--- src/rtl/loader_pkg.sv ---
// Shared types for the instruction-memory program loader.
package loader_pkg;

  typedef enum logic [2:0] {
    IDLE  = 3'd0,
    LOAD  = 3'd1,
    CHECK = 3'd2,
    DONE  = 3'd3,
    ERROR = 3'd4
  } state_t;

  localparam int unsigned LANES = 4;

  typedef struct packed {
    logic ready;
    logic busy;
    logic core_reset;
    logic done;
    logic error;
  } status_t;

  // Status outputs are a pure decode of the state they will accompany.
  function automatic status_t decode_status(input state_t s);
    status_t f;
    f.ready      = (s == LOAD) || (s == CHECK);
    f.busy       = (s == LOAD) || (s == CHECK);
    f.core_reset = (s != DONE);
    f.done       = (s == DONE);
    f.error      = (s == ERROR);
    return f;
  endfunction

endpackage

--- src/rtl/byte_packer.sv ---
// Packs accepted bytes little-endian into 32-bit words with a one-cycle word strobe.
module byte_packer
  import loader_pkg::*;
(
  input  logic        clk,
  input  logic        reset,
  input  logic        clear,
  input  logic        take,
  input  logic [7:0]  data,
  output logic        last_lane,
  output logic        word_valid,
  output logic [31:0] word
);

  logic [1:0]  lane;
  logic [23:0] partial;

  assign last_lane = take && (lane == 2'(LANES - 1));

  always_ff @(posedge clk) begin
    if (reset) begin
      lane       <= '0;
      partial    <= '0;
      word_valid <= 1'b0;
      word       <= '0;
    end else begin
      word_valid <= 1'b0;
      if (clear) begin
        lane    <= '0;
        partial <= '0;
      end else if (take) begin
        lane <= lane + 2'd1;
        // Earlier bytes shift down so the first one lands in bits [7:0].
        if (last_lane) begin
          word       <= {data, partial};
          word_valid <= 1'b1;
        end else begin
          partial <= {data, partial[23:8]};
        end
      end
    end
  end

endmodule

--- src/rtl/program_loader.sv ---
// Byte-stream loader for instruction memory; releases core reset only on a verified image.
module program_loader
  import loader_pkg::*;
#(
  parameter int unsigned ADDR_WIDTH = 8,
  parameter logic [31:0] BASE_ADDR  = 32'h0000_0000
) (
  input  logic                  clk,
  input  logic                  reset,
  input  logic                  start,
  input  logic [ADDR_WIDTH:0]   wordCount,
  input  logic [7:0]            byteIn,
  input  logic                  byteValid,
  output logic                  byteReady,
  output logic                  imemWriteEn,
  output logic [31:0]           imemWriteAddr,
  output logic [31:0]           imemWriteData,
  output logic                  coreReset,
  output logic                  busy,
  output logic                  done,
  output logic                  error
);

  localparam logic [ADDR_WIDTH:0] CAPACITY = {1'b1, {ADDR_WIDTH{1'b0}}};

  state_t              state, next_state;
  status_t             status;
  logic [ADDR_WIDTH:0] word_total, word_idx;
  logic [7:0]          checksum, sum_next;
  logic                accept, start_load, last_lane, word_valid;

  assign accept     = byteValid && status.ready;
  assign start_load = start && (state == IDLE || state == DONE || state == ERROR);
  assign sum_next   = checksum + byteIn;

  byte_packer packer (
    .clk        (clk),
    .reset      (reset),
    .clear      (start_load),
    .take       (accept && (state == LOAD)),
    .data       (byteIn),
    .last_lane  (last_lane),
    .word_valid (word_valid),
    .word       (imemWriteData)
  );

  always_comb begin
    next_state = state;
    unique case (state)
      IDLE, DONE, ERROR:
        if (start) begin
          if (wordCount == '0)            next_state = CHECK;
          else if (wordCount > CAPACITY)  next_state = ERROR;
          else                            next_state = LOAD;
        end
      // word_idx already counts every earlier word: its strobe precedes this word's 4th byte.
      LOAD:
        if (last_lane && (word_idx == word_total - 1'b1)) next_state = CHECK;
      CHECK:
        if (accept) next_state = (sum_next == 8'h00) ? DONE : ERROR;
      default: next_state = IDLE;
    endcase
  end

  always_ff @(posedge clk) begin
    if (reset) begin
      state      <= IDLE;
      status     <= decode_status(IDLE);
      word_total <= '0;
      word_idx   <= '0;
      checksum   <= '0;
    end else begin
      state  <= next_state;
      status <= decode_status(next_state);
      if (start_load) begin
        word_total <= wordCount;
        word_idx   <= '0;
        checksum   <= '0;
      end else begin
        if (word_valid) word_idx <= word_idx + 1'b1;
        if (accept)     checksum <= sum_next;
      end
    end
  end

  assign imemWriteEn   = word_valid;
  assign imemWriteAddr = BASE_ADDR + (32'(word_idx) << 2);
  assign byteReady     = status.ready;
  assign busy          = status.busy;
  assign coreReset     = status.core_reset;
  assign done          = status.done;
  assign error         = status.error;

endmodule
--- config.mk ---
export PLATFORM = sky130hd
export DESIGN_NAME = program_loader
export DESIGN_NICKNAME = d
export VERILOG_FILES = /design/src/rtl/loader_pkg.sv /design/src/rtl/byte_packer.sv /design/src/rtl/program_loader.sv
export SDC_FILE = /design/constraint.sdc
export NUM_CORES = 1
export LEC_CHECK = 0
export CAP_MARGIN = 20
export CORE_MARGIN = 4
export CORE_UTILIZATION = 50
export CTS_CLUSTER_SIZE = 8
export DETAILED_ROUTE_END_ITERATION = 7
export DONT_BUFFER_PORTS = 1
export MAX_ROUTING_LAYER = met4
export PLACE_DENSITY = 0.61
export SKIP_CTS_REPAIR_TIMING = 1
export SLEW_MARGIN = 30
export SYNTH_ARGS = -nofsm -noshare
export SYNTH_HDL_FRONTEND = slang
export SYNTH_SLANG_ARGS = --single-unit
--- constraint.sdc ---
create_clock -name clk -period 3.55 [get_ports clk]
set_input_delay 0.71 -clock clk [delete_from_list [all_inputs] [get_ports clk]]
set_output_delay 0.71 -clock clk [all_outputs]
set_load 0.01 [all_outputs]
Yosys cells after proc, flatten, opt, wreduce, memory -nomap -nowiden

Cells that the tools add are included.
W data, S select, Z words.

Flip-flop bits (word level): 92
Output and inout port bits: 70
Word-level logic and storage cells: 55

Add/subtract/negate cells: 4
$lt $le $gt $ge: 1
Equal/unequal tests: 11
Multiplexer cells: 8
Bitwise operators: 3
Reduce and logical (&&, ||, !) cells: 16

Operators with widths:

| kind                  | number |
|---|---|
| $mux W3               | 6 |
| $eq A3 B2 Y1 const B  | 4 |
| $add A9 B1 Y9 const B | 1 |
| $eq A9 B9 Y1          | 1 |
| $gt A9 B9 Y1 const B  | 1 |
| $logic_not A9 Y1      | 1 |
| $pmux W3 S3           | 1 |
| $sub A9 B1 Y9 const B | 1 |
| $add A8 B8 Y8         | 1 |
| $logic_not A8 Y1      | 1 |
| $eq A3 B1 Y1 const B  | 2 |
| $eq A3 B3 Y1 const B  | 2 |
| $reduce_or A3 Y1      | 2 |
| $logic_and A1 B1 Y1   | 5 |
| $logic_not A3 Y1      | 1 |
| $logic_or A1 B1 Y1    | 3 |
| $ne A3 B2 Y1 const B  | 1 |
| $not A1 Y1            | 3 |
| $reduce_and A3 Y1     | 1 |
| $add A2 B1 Y2 const B | 1 |
| $eq A2 B2 Y1 const B  | 1 |
| $reduce_and A2 Y1     | 1 |
| $reduce_or A2 Y1      | 1 |
| $mux W1               | 1 |

Longest topological paths before layout

Gate-level depths: netlist of the first run.

Word-level depth: 8
Gate-level depth with buffers: 11
Gate-level depth less buffers: 11

Modules after synthesis

Synthesis of the first run repeated with hierarchy kept, for this count alone.

Cell total of the unflattened synthesis: 540
Area, all modules: 4514.3 um^2

Modules (own cells, without submodules):

| module         | times used | cells each | area an instance (um^2) | sequential area each (um^2) |
|---|---|---|---|---|
| byte_packer    | 1          | 261        | 2264.7                  | 1181.1 |
| program_loader | 1          | 279        | 2249.7                  | 660.6 |

Worst setup path before layout of the first run

OpenSTA, ideal clock, no wires.

Path type: input port to flip-flop
Start point: input port byteIn[0]
End point: register status (netlist bit coreReset)
Library setup time: 0.127 ns
Arrival time: 3.185 ns
Data required time: 3.423 ns
Setup slack: 0.238 ns
Stages: 10
Path through: ha_1 > inv_1 > fa_1 > and2b_1 > o22ai_2 > xnor2_1 > or3_1 > or3_4 > o311a_4 > or3b_1

Longest elaborated chain between the ends: 6

Ends and longest elaborated chain:

| item                 | line                 | RTL |
|---|---|---|
| from (decl)          | program_loader.sv:12 | `input logic [7:0] byteIn,` |
| $add A8 B8 Y8        | program_loader.sv:34 | `assign sum_next = checksum + byteIn;` |
| $logic_not A8 Y1     | program_loader.sv:60 | `if (accept) next_state = (sum_next == 8'h00) ? DONE : ERROR;` |
| $mux W3 (2 in a row) | program_loader.sv:60 |  |
| $pmux W3 S3          | program_loader.sv:49 | `unique case (state)` |
| $ne A3 B2 Y1         | loader_pkg.sv:27     | `f.core_reset = (s != DONE);` |
| to (signal assigned) | program_loader.sv:68 | `status <= decode_status(IDLE);` |
| to (signal assigned) | program_loader.sv:74 | `status <= decode_status(next_state);` |
| to (decl)            | program_loader.sv:27 | `status_t status;` |

No other way between the ends.
A chain may end at the register's enable or synchronous reset.

Worst setup path in the final report of the first run

Start point: register checksum[0]
End point: register status (netlist bit coreReset)

Longest elaborated chain between the ends: 6

Ends and longest elaborated chain:

| item                   | line                 | RTL |
|---|---|---|
| from (decl)            | program_loader.sv:29 | `logic [7:0] checksum, sum_next;` |
| from (signal assigned) | program_loader.sv:81 | `if (accept) checksum <= sum_next;` |
| $add A8 B8 Y8          | program_loader.sv:34 |  |
| $logic_not A8 Y1       | program_loader.sv:60 |  |
| $mux W3 (2 in a row)   | program_loader.sv:60 |  |
| $pmux W3 S3            | program_loader.sv:49 |  |
| $ne A3 B2 Y1           | loader_pkg.sv:27     |  |

No other way between the ends.

==> impl_results.md, run 1 <==
* Nets@finish at 546
* Fin. max-slew vios at 0
* Post-route antenna net violation count at 0
* Slowest-stage cell, CP: or3_4
* # IOs at 91
* Power share of the clock group at 41.4%
* Worst R2R Setup Slack at 420 ps
* Clk_skew at 6.61 ps
* Fin crit period at ~3100 ps
* H-tree level count at 3
* Detailed Route WL at between 8000 and 9000 um
* Synth Instances at between 500 and 600
* Max-cap violations at 0
* Period Utilization, post-route at between 80% and 90%
* Core Area at 8300 um^2
* Setup WS pre-CTS at 78.9 ps
* Initial antenna violation count at 0
* 1st-iter DRT viols at 116
* Row count at 33
* Syn Std Cell Area at 4290 um^2
* Clock Pin Slew Worst Setup and Hold Paths at 90 ps
* Internal at 1.58 mW
* Clk root buf: clkbuf_8
* Top FF cell, synth: dfxtp_1
* Crit-path leading delay family: simple AND/OR/NAND/NOR gates
* Die area at 10,100 um^2
* Synth top area cells: dfxtp_1, nand2_1, a21oi_1
* R2r worst-path depth at 11
* Highest clock rate at 0.320 GHz
* Most numerous cell in the Yosys netlist: nand2_1
* Lkg Pwr at 1.60 nW
* Tot Pwr at 2.07 mW
* CP cell instances: ha_1 -> inv_1 -> fa_1 -> and2b_1 -> o22ai_2 -> xnor2_1 -> or3_1 -> or3_4 -> a21oi_1 -> nand2b_1 -> or3b_1
* Distinct cells, synth at between 50 and 60
* Final Setup Violations at 0
* Worst R2R Start: checksum[0]
* Maximum vdd ir drop at between 0.15 and 0.2 mV
* Global-route wire length before repair at 15,100 um
* PwrDens at 457 nW/um^2
* Comb pwr share at around 7.4%
* Cell taking the most area after synthesis: dfxtp_1
* Largest net degree at the start of global routing at 49
* Async S/R FF share, synth at 0%
* Synth top area share at 42.9%
* Arrival time of the worst setup path at 3360 ps
* Area Growth Syn to Fin at 5.54%
* Outcome: complete, no violations
* Synth warn at 0
* Die H at 101 um
* IO buf count at 0
* Clock sinks at 92
* DR vias at 3,299
* Class of the worst hold path: input port to flop
* Hold path depth at 1
* CTS tree: built
* Slew at the pin closest to its max-slew limit at roughly 900 ps
* CP peak stage delay at 410 ps
* Ant diodes at 0
* EDFF count, synth at 0
* Clk_lat worst skew at 350 ps
* Switching Fraction at 23.7%
* Critical path peak fanout at 3
* Critical path buffer and inverter count at 1
* Core Util, Final at 54.6%
* RSZ-0062 raised after global routing: false
* Num CTS Buffers at 9
* Grt total ovfl at 0
* Worst R2R End: coreReset
* Commonest cells post-synth: nand2_1, dfxtp_1, a21oi_1
* P_sw at just under 0.5 mW
* Startpoint types: flop
* Setup_tns at 0 ps
* Die Wd at approximately 100 um
* Worst Setup Slack, final at 424 ps
* Critical path class: flop to flop
* Sequential-to-total area share from yosys stat at 42.9%
* Hold path start: reset
* Number of global-route vias before repair at 3,177
* # DRC at 0
* Final HPWL DP at 6480 um
* Final hold vios at 0
* Fillers at 842
* Seq pwr share at about half
* Crit. Startpoint: checksum[0]
* Layout cells sized above 1 at 6.77%
* Clock buffer depth at 2
* Initial core utilization at 51.7%
* Wirelength per Cell at 14.5 um
* Relative slew slack at between 30% and 40%
* DR pass1 iterations at 4
* GRT Resource Usage Total at 19.0%
* Worst EP required at 3790 ps
* Critical path capture point type: flop
* DR vias/cell at 5.30
* Synth Area per Inst at 8.19 um^2
* Number of synthesized register bits at 92
* Placer Congestion at 0.838
* Hold Path End: state[0]
==> worst max path at each step <==
stage                endpoint  cells after the start
floorplan           coreReset                     10
global placement    coreReset                     10
detailed placement  coreReset                     10
CTS                 coreReset                     10
global route        coreReset                     11
finish              coreReset                     11
==> through the flow <==
step                hold WS [ps]  std cells  cell area, um^2
floorplan                    432        546             4370
global placement             438        606             4280
detailed placement           444        606             4280
CTS                          406        622             4530
global route                 396        622             4530
finish                       421        622             4530
==> worst reg2reg max path: stages (launching register included) <==
cell      delay, ps
dfxtp_1         350
ha_1            190
inv_1            60
fa_1            390
and2b_1         260
o22ai_2          90
xnor2_1         130
or3_1           350
or3_4           410
a21oi_1         270
nand2b_1        140
or3b_1          360
==> cell families (layout without fill, tap and decap cells) <==
kind of cell	Yosys count	in the layout	share of synthesized area [%]
multiplexers	14	14	3.32
AND/OR/NAND/NOR	219	219	23.1
XOR/XNOR	27	27	5.51
flip-flops	92	92	42.9
adder cells (fa/ha/maj)	13	13	3.96
other	1	23	0.0874
buffers and inverters	60	31	7.43
AO/OA/AOI/OAI	98	98	13.6
==> layout make-up <==
class | count | area, um^2 | share of cell area (%)
well taps | 105 | 131 | 2.90
inverters | 10 | 37.5 | 0.829
clock buffers | 9 | 124 | 2.73
flip-flops and latches | 92 | 1840 | 40.7
multi-input cells | 394 | 2220 | 49.1
clock inverters | 7 | 121 | 2.68
repair buffers | 5 | 50.0 | 1.10
==> layer usage <==
layer / vias to the layer above / routed length [um] / global-route usage (%)
li1: 1682 / - / -
met1: 1517 / 4150 / 24.3
met2: 86 / 4260 / 30.7
met3: 14 / 485 / 3.46
met4: 0 / 100 / 5.60
met5: - / 0 / -
==> flip-flops by register name, indices dropped and copies added (netlist names) <==
register	count
packer.word	32
busy	1
word_total	9
error	1
packer.lane	2
checksum	8
packer.word_valid	1
word_idx	9
coreReset	1
done	1
state	3
packer.partial	24
==> power groups by stage <==
| stage | clock (mW) | combinational, mW | sequential (mW) |
|---|---|---|---|
| 3_3_place_gp | 0 | 0.149 | 1.08 |
| 2_1_floorplan | 0 | 0.158 | 1.08 |
| 6_report | 0.858 | 0.153 | 1.06 |
| 4_1_cts | 0.880 | 0.153 | 1.06 |
| 5_1_grt | 0.924 | 0.173 | 1.06 |
| 3_5_place_dp | 0 | 0.153 | 1.08 |
==> layout by cell type (no fill, tap or decap), types with 3 or more instances in the layout <==
cell       count
nand4_1        4
xor2_1        12
ha_1          12
nand2_1      127
dfxtp_1       92
nor2_1        42
a31oi_1        4
o21ai_0        3
nor3_1         4
buf_4          4
nand2b_1       5
nor4_1         5
xnor2_1       15
conb_1        23
clkbuf_8       9
inv_6          3
a21oi_1       70
mux2i_1       12
inv_1         10
bufinv_16      3
a211oi_1       3
or3_1          4
nor2b_1        6
(Power assumes the default switching activity.)
==> run 2: changes to the inputs <==
Settings changed: TNS_END_PERCENT set to 30.
==> results of run 2 <==
Same layout as run 1: the final DEF is identical, and so are final timing and power.
==> run 3: changes to the inputs <==
Settings changed: CAP_MARGIN 20 to not set, CORE_UTILIZATION 50 to 52, PLACE_DENSITY 0.61 to 0.63.
==> impl_results.md, run 3 (same netlist as run 1, synthesis figures left out) <==
* Slew at the pin closest to its max-slew limit at 686 ps
* Global-route wire length before repair at 15,200 um
* Internal at 1.44 mW
* GRT Resource Usage Total at roughly a fifth
* CTS tree: built
* Dpl cell area at approximately 4300 um^2
* Highest clock rate at around 0.32 GHz
* DR vias/cell at 5.38
* Clk root buf: clkbuf_8
* Layout cells sized above 1 at 6.96%
* Seq pwr share at 54.6%
* Dpl cells at 603
* Critical path peak fanout at 5
* Clock sinks at slightly above 90
* Num CTS Buffers at 9
* Post-route antenna net violation count at 0
* Area Growth Syn to Fin at 4.29%
* Commonest non-fill, non-tap cell in the layout: nand2_1
* Row count at 32
* Class of the worst hold path: input port to flop
* # DRC at 0
* Final instance area at 4480 um^2
* Hold path depth at 1
* Final Non-Filler Cells at around 620
* # IOs at 91
* Setup_tns at 0 ps
* Die H at between 90 and 100 um
* Clk_lat worst skew at 360 ps
* Switching Fraction at 25.8%
* DR vias at about 3,300
* Outcome: complete, no violations
* Largest net degree at the start of global routing at 49
* Period Utilization, post-route at 87.9%
* H-tree level count at 3
* Clock buffer depth at 2
* Worst R2R End: coreReset
* Maximum vdd ir drop at 0.184 mV
* Max-cap violations at 0
* R2r worst-path depth at 10
* Fin. max-slew vios at 0
* Placer Congestion at 0.871
* Biggest register: packer.word
* Comb pwr share at 7.8%
* Critical path capture point type: flop
* PwrDens at 434 nW/um^2
* Ant diodes at 0
* 1st-iter DRT viols at 84
* Final hold vios at 0
* Hold path start: reset
* Initial core utilization at 54.4%
* Wirelength per Cell at between 10 and 15 um
* Grt total ovfl at 0
* Clk_skew at 11.2 ps
* Critical path class: flop to flop
* Relative slew slack at 54.3%
* Fillers at 728
* Die area at 9770 um^2
* Power share of the clock group at a little under two fifths
* Final HPWL DP at 6440 um
* RSZ-0062 raised after global routing: false
* Most frequent cells in the layout: nand2_1, dfxtp_1, a21oi_1
* Core Area at 7890 um^2
* Lkg Pwr at roughly 1.6 nW
* P_sw at 0.501 mW
* Arrival time of the worst setup path at roughly 3400 ps
* Worst R2R Start: checksum[0]
* Worst EP required at about 3800 ps
* DR pass1 iterations at 4
* Tot Pwr at 1.94 mW
* Detailed Route WL at 9080 um
* Leading registers by flop count: packer.word: 32 flops, packer.partial: 24 flops
* Final Setup Violations at 0
* Clock Pin Slew Worst Setup and Hold Paths at 100 ps
* Worst R2R Setup Slack at 430 ps
* IO buf count at 0
* Startpoint types: flop
* Nets@finish at between 500 and 600
* Number of flip-flops in the largest register at 32
* Hold Path End: state[0]
* Number of global-route vias before repair at 3,168
* Die Wd at 98.8 um
* Initial antenna violation count at 0
* Crit. Startpoint: checksum[0]
* Fin crit period at between 3000 and 4000 ps
[run 3: worst max-delay path by stage]
stage	depth (start not counted)	endpoint
finish	10	coreReset
global route	11	coreReset
CTS	10	coreReset
detailed placement	10	coreReset
global placement	10	coreReset
floorplan	10	coreReset
[run 3: power by group through the flow]
stage / combinational [mW] / clock [mW] / sequential (mW)
2_1_floorplan: 0.158 / 0 / 1.08
3_3_place_gp: 0.146 / 0 / 1.08
3_5_place_dp: 0.151 / 0 / 1.08
4_1_cts: 0.152 / 0.747 / 1.06
5_1_grt: 0.171 / 0.783 / 1.06
6_report: 0.152 / 0.730 / 1.06
[run 3: final cells by class]
type / instances / area, um^2 / area share [%]
repair buffers: 5 / 37.5 / 0.839
flip-flops and latches: 92 / 1840 / 41.2
multi-input cells: 394 / 2230 / 49.7
clock inverters: 7 / 81.3 / 1.82
inverters: 10 / 37.5 / 0.839
clock buffers: 9 / 124 / 2.77
well taps: 102 / 128 / 2.85
[run 3: metrics by stage]
step	setup WS (ps)	utilization [%]	hold WS, ps
after global placement	137	54.1	439
after global routing	244	56.7	396
after detailed placement	58.5	54.1	439
after floorplan	238	-	432
after CTS	421	56.7	394
final	429	56.7	413
[run 3: critical path, stage by stage, from the launching register on]
cell and delay, ps:
dfxtp_1 340, ha_1 180, inv_1 60, fa_1 390, and2b_1 270, o22ai_2 100, xnor2_1 140, or3_1 350
or3_4 410, o311a_4 390, or3b_1 380
[run 3: routing by layer]
layer / global-route usage [%] / part of all wire [%]
met1: 24.5 / 46
met2: 30.2 / 46
met3: 3.96 / 6.0
met4: 8.51 / 2.9
met5: - / 0
